`src/rtl/biq_pkg.sv`:
```
// biq_pkg: shared sizing, pointer/tag types and the queue entry record
package biq_pkg;
   localparam int DEPTH = 8;
   localparam int AW = 8;
   localparam int GHR_W = 5;
   localparam int TAG_W = 3;
   localparam int PW = TAG_W + 1;
   typedef logic [TAG_W-1:0] tag_t;
   typedef logic [PW-1:0] ptr_t;
   typedef struct packed {
      logic valid;
      logic resolved;
      logic pred;
      logic taken;
      logic [AW-1:0] pc;
      logic [AW-1:0] fallthru;
      logic [AW-1:0] target;
      logic [GHR_W-1:0] ghr;
   } entry_t;
   // distance from the oldest entry; modulo arithmetic makes wrap-around free
   function automatic tag_t age_of(input tag_t tag, input tag_t head);
      return tag - head;
   endfunction
endpackage

```
`src/rtl/branch_info_queue_if.sv`:
```
// branch_info_queue_if: fetch allocation, execute resolution and BPU update/recovery bundle
interface branch_info_queue_if;
   import biq_pkg::*;
   logic alloc_valid1, alloc_valid2;
   logic [AW-1:0] alloc_pc1, alloc_pc2;
   logic [AW-1:0] alloc_fallthru1, alloc_fallthru2;
   logic [AW-1:0] alloc_target1, alloc_target2;
   logic alloc_pred1, alloc_pred2;
   logic [GHR_W-1:0] alloc_ghr;
   logic alloc_ready;
   logic [TAG_W-1:0] alloc_tag1, alloc_tag2;
   logic resolve_valid1, resolve_valid2;
   logic [TAG_W-1:0] resolve_tag1, resolve_tag2;
   logic resolve_taken1, resolve_taken2;
   logic update_signal1, update_signal2;
   logic actual_outcome1, actual_outcome2;
   logic [AW-1:0] branch_address_E1, branch_address_E2;
   logic [GHR_W-1:0] ghr_E1, ghr_E2;
   logic flush;
   logic [AW-1:0] redirect_pc;
   logic [GHR_W-1:0] restored_ghr;
   logic [TAG_W:0] count;
   modport master (
      output alloc_valid1, alloc_valid2, alloc_pc1, alloc_pc2, alloc_fallthru1, alloc_fallthru2,
             alloc_target1, alloc_target2, alloc_pred1, alloc_pred2, alloc_ghr,
             resolve_valid1, resolve_valid2, resolve_tag1, resolve_tag2, resolve_taken1, resolve_taken2,
      input  alloc_ready, alloc_tag1, alloc_tag2, update_signal1, update_signal2,
             actual_outcome1, actual_outcome2, branch_address_E1, branch_address_E2, ghr_E1, ghr_E2,
             flush, redirect_pc, restored_ghr, count
   );
   modport slave (
      input  alloc_valid1, alloc_valid2, alloc_pc1, alloc_pc2, alloc_fallthru1, alloc_fallthru2,
             alloc_target1, alloc_target2, alloc_pred1, alloc_pred2, alloc_ghr,
             resolve_valid1, resolve_valid2, resolve_tag1, resolve_tag2, resolve_taken1, resolve_taken2,
      output alloc_ready, alloc_tag1, alloc_tag2, update_signal1, update_signal2,
             actual_outcome1, actual_outcome2, branch_address_E1, branch_address_E2, ghr_E1, ghr_E2,
             flush, redirect_pc, restored_ghr, count
   );
endinterface

```
`src/rtl/biq_age_sel.sv`:
```
// biq_age_sel: picks the older of two mispredict candidates relative to the queue head
module biq_age_sel
   import biq_pkg::*;
(
   input  tag_t head,
   input  logic v1,
   input  tag_t tag1,
   input  logic v2,
   input  tag_t tag2,
   output logic win_valid,
   output logic win_sel,
   output tag_t win_tag,
   output tag_t win_age
);
   tag_t age1, age2;
   always_comb begin
      age1 = age_of(tag1, head);
      age2 = age_of(tag2, head);
      win_valid = v1 || v2;
      win_sel = v2 && (!v1 || age2 < age1);
      win_tag = win_sel ? tag2 : tag1;
      win_age = win_sel ? age2 : age1;
   end
endmodule

```
`src/rtl/branch_info_queue.sv`:
```
// branch_info_queue: tracks predicted branches from fetch to retirement,
// repairs fetch on mispredict and feeds retired outcomes back to the PHT
module branch_info_queue
   import biq_pkg::*;
(
   input logic clk,
   input logic rst,
   branch_info_queue_if.slave bus
);
   entry_t ent_q [DEPTH];
   entry_t ent_d [DEPTH];
   entry_t ew;
   ptr_t head_q, head_d, tail_q, tail_d, cnt;
   tag_t h, h1, tag1, tag2, rt1, rt2, win_tag, win_age;
   logic ready, ok1, ok2, mp1, mp2, mp, win_sel, taken_w, ret0, ret1;
   logic us1_q, us1_d, us2_q, us2_d, ao1_q, ao1_d, ao2_q, ao2_d, flush_q, flush_d;
   logic [AW-1:0] ba1_q, ba1_d, ba2_q, ba2_d, rpc_q, rpc_d;
   logic [GHR_W-1:0] ge1_q, ge1_d, ge2_q, ge2_d, rghr_q, rghr_d;
   always_comb begin
      h = head_q[TAG_W-1:0];
      h1 = h + tag_t'(1);
      cnt = tail_q - head_q;
      ready = cnt <= ptr_t'(DEPTH - 2);
      tag1 = tail_q[TAG_W-1:0];
      tag2 = tag1 + tag_t'(bus.alloc_valid1);
      rt1 = bus.resolve_tag1;
      rt2 = bus.resolve_tag2;
      ok1 = bus.resolve_valid1 && ent_q[rt1].valid && !ent_q[rt1].resolved;
      ok2 = bus.resolve_valid2 && ent_q[rt2].valid && !ent_q[rt2].resolved;
      mp1 = ok1 && (bus.resolve_taken1 != ent_q[rt1].pred);
      mp2 = ok2 && (bus.resolve_taken2 != ent_q[rt2].pred);
   end
   biq_age_sel u_age_sel (
      .head(h), .v1(mp1), .tag1(rt1), .v2(mp2), .tag2(rt2),
      .win_valid(mp), .win_sel(win_sel), .win_tag(win_tag), .win_age(win_age)
   );
   always_comb begin
      ent_d = ent_q;
      ew = ent_q[win_tag];
      taken_w = win_sel ? bus.resolve_taken2 : bus.resolve_taken1;
      ret0 = ent_q[h].valid && ent_q[h].resolved;
      ret1 = ret0 && ent_q[h1].valid && ent_q[h1].resolved;
      head_d = head_q + ptr_t'(ret0) + ptr_t'(ret1);
      tail_d = tail_q;
      if (ret0) ent_d[h].valid = 1'b0;
      if (ret1) ent_d[h1].valid = 1'b0;
      // a resolve younger than the winning mispredict belongs to a squashed path
      if (ok1 && !(mp && age_of(rt1, h) > win_age)) begin
         ent_d[rt1].resolved = 1'b1;
         ent_d[rt1].taken = bus.resolve_taken1;
      end
      if (ok2 && !(mp && age_of(rt2, h) > win_age)) begin
         ent_d[rt2].resolved = 1'b1;
         ent_d[rt2].taken = bus.resolve_taken2;
      end
      if (mp) begin
         tail_d = head_q + ptr_t'(win_age) + ptr_t'(1);
         for (int j = 0; j < DEPTH; j++)
            if (age_of(tag_t'(j), h) > win_age) ent_d[j].valid = 1'b0;
      end else if (ready) begin
         if (bus.alloc_valid1)
            ent_d[tag1] = '{1'b1, 1'b0, bus.alloc_pred1, 1'b0, bus.alloc_pc1,
                            bus.alloc_fallthru1, bus.alloc_target1, bus.alloc_ghr};
         if (bus.alloc_valid2)
            ent_d[tag2] = '{1'b1, 1'b0, bus.alloc_pred2, 1'b0, bus.alloc_pc2,
                            bus.alloc_fallthru2, bus.alloc_target2,
                            bus.alloc_valid1 ? {bus.alloc_ghr[GHR_W-2:0], bus.alloc_pred1} : bus.alloc_ghr};
         tail_d = tail_q + ptr_t'(bus.alloc_valid1) + ptr_t'(bus.alloc_valid2);
      end
      us1_d = ret0;
      us2_d = ret1;
      ao1_d = ret0 && ent_q[h].taken;
      ao2_d = ret1 && ent_q[h1].taken;
      ba1_d = ret0 ? ent_q[h].pc : '0;
      ba2_d = ret1 ? ent_q[h1].pc : '0;
      ge1_d = ret0 ? ent_q[h].ghr : '0;
      ge2_d = ret1 ? ent_q[h1].ghr : '0;
      flush_d = mp;
      rpc_d = mp ? (taken_w ? ew.target : ew.fallthru) : '0;
      rghr_d = mp ? {ew.ghr[GHR_W-2:0], taken_w} : '0;
   end
   always_ff @(posedge clk) begin
      if (!rst) begin
         for (int j = 0; j < DEPTH; j++) ent_q[j] <= '0;
         head_q <= '0;
         tail_q <= '0;
         {us1_q, us2_q, ao1_q, ao2_q, flush_q} <= '0;
         {ba1_q, ba2_q, rpc_q} <= '0;
         {ge1_q, ge2_q, rghr_q} <= '0;
      end else begin
         ent_q <= ent_d;
         head_q <= head_d;
         tail_q <= tail_d;
         {us1_q, us2_q, ao1_q, ao2_q, flush_q} <= {us1_d, us2_d, ao1_d, ao2_d, flush_d};
         {ba1_q, ba2_q, rpc_q} <= {ba1_d, ba2_d, rpc_d};
         {ge1_q, ge2_q, rghr_q} <= {ge1_d, ge2_d, rghr_d};
      end
   end
   assign bus.alloc_ready = ready;
   assign bus.alloc_tag1 = tag1;
   assign bus.alloc_tag2 = tag2;
   assign bus.count = cnt;
   assign bus.update_signal1 = us1_q;
   assign bus.update_signal2 = us2_q;
   assign bus.actual_outcome1 = ao1_q;
   assign bus.actual_outcome2 = ao2_q;
   assign bus.branch_address_E1 = ba1_q;
   assign bus.branch_address_E2 = ba2_q;
   assign bus.ghr_E1 = ge1_q;
   assign bus.ghr_E2 = ge2_q;
   assign bus.flush = flush_q;
   assign bus.redirect_pc = rpc_q;
   assign bus.restored_ghr = rghr_q;
endmodule

```
`src/flat_wrapper.sv`:
```
// flat-port wrapper written by rule: the top's interface ports become plain ports
module branch_info_queue_flat import biq_pkg::*;
  (clk, rst, bus_alloc_valid1, bus_alloc_valid2, bus_alloc_pc1, bus_alloc_pc2, bus_alloc_fallthru1, bus_alloc_fallthru2, bus_alloc_target1, bus_alloc_target2, bus_alloc_pred1, bus_alloc_pred2, bus_alloc_ghr, bus_resolve_valid1, bus_resolve_valid2, bus_resolve_tag1, bus_resolve_tag2, bus_resolve_taken1, bus_resolve_taken2, bus_alloc_ready, bus_alloc_tag1, bus_alloc_tag2, bus_update_signal1, bus_update_signal2, bus_actual_outcome1, bus_actual_outcome2, bus_branch_address_E1, bus_branch_address_E2, bus_ghr_E1, bus_ghr_E2, bus_flush, bus_redirect_pc, bus_restored_ghr, bus_count);
  branch_info_queue_if bus_i ();
  input logic clk;
  input logic rst;
  input wire logic [$bits(bus_i.alloc_valid1)-1:0] bus_alloc_valid1;
  input wire logic [$bits(bus_i.alloc_valid2)-1:0] bus_alloc_valid2;
  input wire logic [$bits(bus_i.alloc_pc1)-1:0] bus_alloc_pc1;
  input wire logic [$bits(bus_i.alloc_pc2)-1:0] bus_alloc_pc2;
  input wire logic [$bits(bus_i.alloc_fallthru1)-1:0] bus_alloc_fallthru1;
  input wire logic [$bits(bus_i.alloc_fallthru2)-1:0] bus_alloc_fallthru2;
  input wire logic [$bits(bus_i.alloc_target1)-1:0] bus_alloc_target1;
  input wire logic [$bits(bus_i.alloc_target2)-1:0] bus_alloc_target2;
  input wire logic [$bits(bus_i.alloc_pred1)-1:0] bus_alloc_pred1;
  input wire logic [$bits(bus_i.alloc_pred2)-1:0] bus_alloc_pred2;
  input wire logic [$bits(bus_i.alloc_ghr)-1:0] bus_alloc_ghr;
  input wire logic [$bits(bus_i.resolve_valid1)-1:0] bus_resolve_valid1;
  input wire logic [$bits(bus_i.resolve_valid2)-1:0] bus_resolve_valid2;
  input wire logic [$bits(bus_i.resolve_tag1)-1:0] bus_resolve_tag1;
  input wire logic [$bits(bus_i.resolve_tag2)-1:0] bus_resolve_tag2;
  input wire logic [$bits(bus_i.resolve_taken1)-1:0] bus_resolve_taken1;
  input wire logic [$bits(bus_i.resolve_taken2)-1:0] bus_resolve_taken2;
  output wire logic [$bits(bus_i.alloc_ready)-1:0] bus_alloc_ready;
  output wire logic [$bits(bus_i.alloc_tag1)-1:0] bus_alloc_tag1;
  output wire logic [$bits(bus_i.alloc_tag2)-1:0] bus_alloc_tag2;
  output wire logic [$bits(bus_i.update_signal1)-1:0] bus_update_signal1;
  output wire logic [$bits(bus_i.update_signal2)-1:0] bus_update_signal2;
  output wire logic [$bits(bus_i.actual_outcome1)-1:0] bus_actual_outcome1;
  output wire logic [$bits(bus_i.actual_outcome2)-1:0] bus_actual_outcome2;
  output wire logic [$bits(bus_i.branch_address_E1)-1:0] bus_branch_address_E1;
  output wire logic [$bits(bus_i.branch_address_E2)-1:0] bus_branch_address_E2;
  output wire logic [$bits(bus_i.ghr_E1)-1:0] bus_ghr_E1;
  output wire logic [$bits(bus_i.ghr_E2)-1:0] bus_ghr_E2;
  output wire logic [$bits(bus_i.flush)-1:0] bus_flush;
  output wire logic [$bits(bus_i.redirect_pc)-1:0] bus_redirect_pc;
  output wire logic [$bits(bus_i.restored_ghr)-1:0] bus_restored_ghr;
  output wire logic [$bits(bus_i.count)-1:0] bus_count;
  assign bus_i.alloc_valid1 = bus_alloc_valid1;
  assign bus_i.alloc_valid2 = bus_alloc_valid2;
  assign bus_i.alloc_pc1 = bus_alloc_pc1;
  assign bus_i.alloc_pc2 = bus_alloc_pc2;
  assign bus_i.alloc_fallthru1 = bus_alloc_fallthru1;
  assign bus_i.alloc_fallthru2 = bus_alloc_fallthru2;
  assign bus_i.alloc_target1 = bus_alloc_target1;
  assign bus_i.alloc_target2 = bus_alloc_target2;
  assign bus_i.alloc_pred1 = bus_alloc_pred1;
  assign bus_i.alloc_pred2 = bus_alloc_pred2;
  assign bus_i.alloc_ghr = bus_alloc_ghr;
  assign bus_i.resolve_valid1 = bus_resolve_valid1;
  assign bus_i.resolve_valid2 = bus_resolve_valid2;
  assign bus_i.resolve_tag1 = bus_resolve_tag1;
  assign bus_i.resolve_tag2 = bus_resolve_tag2;
  assign bus_i.resolve_taken1 = bus_resolve_taken1;
  assign bus_i.resolve_taken2 = bus_resolve_taken2;
  assign bus_alloc_ready = bus_i.alloc_ready;
  assign bus_alloc_tag1 = bus_i.alloc_tag1;
  assign bus_alloc_tag2 = bus_i.alloc_tag2;
  assign bus_update_signal1 = bus_i.update_signal1;
  assign bus_update_signal2 = bus_i.update_signal2;
  assign bus_actual_outcome1 = bus_i.actual_outcome1;
  assign bus_actual_outcome2 = bus_i.actual_outcome2;
  assign bus_branch_address_E1 = bus_i.branch_address_E1;
  assign bus_branch_address_E2 = bus_i.branch_address_E2;
  assign bus_ghr_E1 = bus_i.ghr_E1;
  assign bus_ghr_E2 = bus_i.ghr_E2;
  assign bus_flush = bus_i.flush;
  assign bus_redirect_pc = bus_i.redirect_pc;
  assign bus_restored_ghr = bus_i.restored_ghr;
  assign bus_count = bus_i.count;
  branch_info_queue u_core (.clk(clk), .rst(rst), .bus(bus_i));
endmodule
```
`config.mk`:
```
export PLATFORM = sky130hd
export DESIGN_NAME = branch_info_queue_flat
export DESIGN_NICKNAME = d
export VERILOG_FILES = /design/src/rtl/biq_pkg.sv /design/src/rtl/branch_info_queue_if.sv /design/src/rtl/biq_age_sel.sv /design/src/rtl/branch_info_queue.sv /design/src/flat_wrapper.sv
export SDC_FILE = /design/constraint.sdc
export NUM_CORES = 1
export LEC_CHECK = 0
export BUFFER_PORTS_ARGS = -buffer_cell sky130_fd_sc_hd__buf_2
export CAP_MARGIN = 30
export CORE_ASPECT_RATIO = 1.2
export CORE_MARGIN = 8
export CORE_UTILIZATION = 45
export DETAILED_ROUTE_END_ITERATION = 8
export GPL_TIMING_DRIVEN = 0
export SLEW_MARGIN = 20
export SYNTH_ARGS = -nofsm -noshare
export SYNTH_HDL_FRONTEND = slang
export SYNTH_SLANG_ARGS = --single-unit
```
`constraint.sdc`:
```
create_clock -name clk -period 6.53 [get_ports clk]
set_clock_uncertainty 0.1 [all_clocks]
set_input_delay 0.3265 -clock clk [delete_from_list [all_inputs] [get_ports clk]]
set_output_delay 0.3265 -clock clk [all_outputs]
set_load 0.02 [all_outputs]
```
==> impl_results.rst <==
.. list-table::
   :header-rows: 1

   * - Metric
     - Value
   * - Destination of the worst register-to-register timing path
     - u_core.ent_q[31]
   * - Crit. End Element
     - flop
   * - Routed via count divided by cell count
     - between 6 and 7
   * - Worst rel slew slack
     - 0.332
   * - Clock transition at the register clock pins on the worst setup and hold paths after CTS
     - 0.06 ns
   * - Worst setup endpoint
     - u_core.ent_q[31]
   * - First-pass GRT wire length
     - 110,000 µm
   * - Syn avg cell area
     - 8.34 µm²
   * - Inserted Clock Buffers
     - 36
   * - Critical Path Fanout Max
     - 10
   * - Clock root buffer
     - sky130_fd_sc_hd__clkbuf_16
   * - DRT met1 WL
     - 28,800 µm
   * - Clk_lat worst skew
     - 0.55 ns
   * - Share of layout cells above drive strength 1
     - 0.102
   * - Type of the most critical hold path
     - in -> reg
   * - Final setup vio count
     - 0
   * - Startpoint of the most critical setup path
     - u_core.head_q[1]
   * - Leakage power
     - 6.75 nW
   * - Critical R2R Launch
     - u_core.head_q[1]
   * - Count of cells along the worst register-to-register path
     - 19
   * - Placement row count
     - 80
   * - Die area
     - 46,200 µm²
   * - Synth async-reset ratio
     - 0
   * - Non-filler cells, final
     - 2,803
   * - Critical path cell sequence
     - clkbuf_1 > inv_1 > fa_1 > inv_1 > ha_1 > a21oi_1 > o21ai_0 > o21a_1 > a31o_1 > buf_6 > buf_2 > mux2i_1 > ha_1 > nor2_1 > a21oi_1 > nor4_4 > buf_2 > nor4_1 > o311a_1
   * - Combined area of all synthesized cells
     - 17,800 µm²
   * - Hold path depth
     - 3
   * - Cell with the biggest individual delay on the critical path
     - sky130_fd_sc_hd__fa_1
   * - Area of the multi-input gates
     - just over 10,000 µm²
   * - Final instance area
     - ~20,000 µm²
   * - Boundary pin count
     - 124
   * - Slowest Stage Delay on Critical Path
     - 0.68 ns
   * - Avg WL per Cell
     - 26.9 µm
   * - Die span in x
     - 198 µm
   * - Unrepaired setup endpoints after global routing
     - no
   * - Number of H-tree branching levels
     - 2
   * - Top cell types by occurrence after synthesis
     - sky130_fd_sc_hd__nand2_1, sky130_fd_sc_hd__dfxtp_1, sky130_fd_sc_hd__nor2_1
   * - Maximum number of pins on one net before global-route repair
     - 14
   * - Yosys top cell area share
     - 0.355
   * - RD Place Congestion
     - 0.994
   * - Classification of the worst setup path
     - reg -> reg
   * - Number of buffers inserted by hold repair at cts
     - 0
   * - Outcome
     - completed
   * - Initial core utilization
     - 0.451
   * - Post-route DRC violation count
     - 0
   * - Final Max Slew Viols
     - 0
   * - Most frequently used flop master after synthesis
     - sky130_fd_sc_hd__dfxtp_1
   * - Routed via count
     - 17,800
   * - Total routed wirelength
     - 75,400 µm
   * - First-pass iteration count of the detailed router
     - 8
   * - Aggregate global routing overflow
     - 0
   * - Cell type contributing the most total cell area after synthesis
     - sky130_fd_sc_hd__dfxtp_1
   * - Worst-Margin Slew
     - roughly 1.0 ns
   * - Top cells by area in the synthesized netlist
     - sky130_fd_sc_hd__dfxtp_1, sky130_fd_sc_hd__nand2_1, sky130_fd_sc_hd__mux2i_1
   * - Crit start category
     - flop
   * - Maximum clock frequency
     - 0.166 GHz
   * - Final nets
     - 2,349
   * - Share of the yosys chip area belonging to registers
     - 0.355
   * - Crit share post-route
     - 0.923
   * - Number of synthesized flops with an enable pin
     - 0
   * - Data arrival time at the worst-slack endpoint
     - 6.35 ns
   * - Placed standard-cell area
     - around 19,000 µm²
   * - Count of state elements after synthesis
     - 316
   * - Iteration-0 DRC count of the detailed router
     - 1,807
   * - Number of global-route vias before repair
     - about 17,000
   * - Top routing layer in use
     - met5
   * - Register-to-register path setup slack
     - between 0.5 and 0.6 ns
   * - Number of instances resized during post-cts repair
     - 0
   * - Total of warnings raised by yosys
     - 0
   * - Worst-case clock buffer depth
     - 3
   * - Required time at the worst-slack endpoint
     - 6.85 ns
   * - Placeable Area
     - 39,400 µm²
   * - # fillers
     - 3,928
   * - Final ANT Viol Nets
     - 0
   * - Post CTS Setup Buffer Count
     - 0
   * - Cells after Synth
     - 2,136
   * - Net count of the mapped netlist
     - approximately 2,200
   * - Area added between synthesis and finish
     - 12.2%
   * - Antenna violations before repair
     - 5
   * - Period minus WS final
     - 6.03 ns
   * - Power density of the placed cells
     - about 350 nW/µm²
   * - Die H
     - 234 µm
   * - Clock tree from TritonCTS
     - yes
   * - # port buffers
     - 63
   * - Design Power
     - 0.00709 W
   * - Met2 routed wirelength
     - 34,600 µm
   * - Area taken by flip-flops and latches
     - 6330 µm²
   * - Count of max-cap constraint violations
     - 0
   * - Routed wire length on met3
     - 6380 µm
   * - Clock sinks
     - ~320
   * - Sum of negative setup slack
     - 0 ns
   * - Placed cell count
     - around 2,700
   * - Total count of hold-check failures in the final report
     - 0
   * - HPWL reported at the end of detailed placement
     - 54,900 µm
   * - Overall global routing resource usage
     - 0.318
   * - Most common cell in the netlist
     - sky130_fd_sc_hd__nand2_1
   * - Number of distinct standard cells referenced by the synthesized netlist
     - 59
   * - Worst vdd rail ir drop
     - 209 µV
==> placed cells by master, fill, tap and decap left out, drive strengths merged, types with 3 or more instances in the layout <==
cell type  instances
ha                30
nand2b             9
and2               7
clkinv            12
a31oi             20
dfxtp            316
xnor2              9
a21o               4
nor4               5
a22o              14
mux2               7
nand2            428
nor3              14
o2111ai            3
o22ai              4
nand4             14
o211ai            50
inv               44
a211oi           104
o21a               6
xor2               7
clkinvlp           4
o21bai             3
a221oi            24
mux4              56
a21oi             84
o2111a             8
o21ai             25
nor2b              3
a311oi           110
nor2             244
clkbuf           160
fa                 6
o41ai              7
buf              190
o311a              3
mux2i            142
nand3             45
a22oi             28
or4                5
==> area by class of cell <==
class / count / share of cell area
Antenna cell: 1 / 0.000125
Buffer: 229 / 0.0473
Clock buffer: 51 / 0.0511
Clock inverter: 12 / 0.00407
Inverter: 48 / 0.00902
Multi-Input combinational cell: 1543 / 0.519
Sequential cell: 316 / 0.317
Tap cell: 533 / 0.0334
Timing Repair Buffer: 70 / 0.0194
==> worst min-delay path by stage <==
stage | start | endpoint | slack [ns]
3_5_place_dp | u_core.ent_q[136] | u_core.ent_q[136] | 0.36
4_1_cts | bus_alloc_fallthru2[3] | u_core.ent_q[181] | 0.07
5_1_grt | bus_alloc_pc2[6] | u_core.ent_q[192] | 0.10
2_1_floorplan | u_core.ent_q[169] | u_core.ent_q[169] | 0.34
6_report | bus_alloc_target2[4] | u_core.ent_q[9] | 0.09
3_3_place_gp | u_core.ent_q[37] | u_core.ent_q[37] | 0.36
==> registers in the layout (all words and copies together), names as in the netlist, 5 cells and up <==
| register | count |
|---|---|
| u_core.bus.branch_address_E2 | 8 |
| u_core.bus.branch_address_E1 | 8 |
| u_core.bus.restored_ghr | 5 |
| u_core.ent_q | 264 |
| u_core.bus.redirect_pc | 8 |
| u_core.bus.ghr_E2 | 5 |
| u_core.bus.ghr_E1 | 5 |
==> layer usage <==
metal  vias up  global-route usage
met2       969               0.518
met4         8               0.218
li1       7960                   -
met1      8579               0.377
met5         -                   0
met3       317              0.0600
==> report_power, final <==
part / total [W] / leakage [nW] / internal (W) / switching [W]
clock network: 0.00196 / 0.531 / 0.00109 / 0.000871
registers: 0.00267 / 2.56 / 0.00234 / 0.000331
logic: 0.00246 / 3.65 / 0.000858 / 0.00160
==> cells by family (layout without fill, tap and decap cells) <==
family / after synthesis / in the layout / synth area share
AO/OA/AOI/OAI: 507 / 507 / 0.212
XOR/XNOR: 16 / 16 / 0.00787
adder cells (fa/ha/maj): 36 / 36 / 0.0278
buffers and inverters: 277 / 410 / 0.0632
flip-flops: 316 / 316 / 0.355
multiplexers: 205 / 205 / 0.157
other: 0 / 1 / 0
AND/OR/NAND/NOR: 779 / 779 / 0.176
==> critical path: cells and delay by family, from the launching register on <==
kind	cells	cell delay (ns)
and+or+nand+nor	3	0.77
AOI/OAI and AO/OA	6	1.09
buffers and inverters	6	1.60
adders and majority gates	3	1.28
DFF	1	0.58
muxes	1	0.50
==> through the flow <==
stage | util | setup slack [ns] | hold WS [ns]
after floorplan | - | 1.40 | 0.341
after global placement | 0.476 | 0.469 | 0.356
after detailed placement | 0.478 | 0.389 | 0.359
after CTS | 0.506 | 0.567 | 0.0732
after global routing | 0.506 | 0.101 | 0.101
final | 0.506 | 0.501 | 0.0936
No activity file was read; power rests on OpenSTA's default activity.
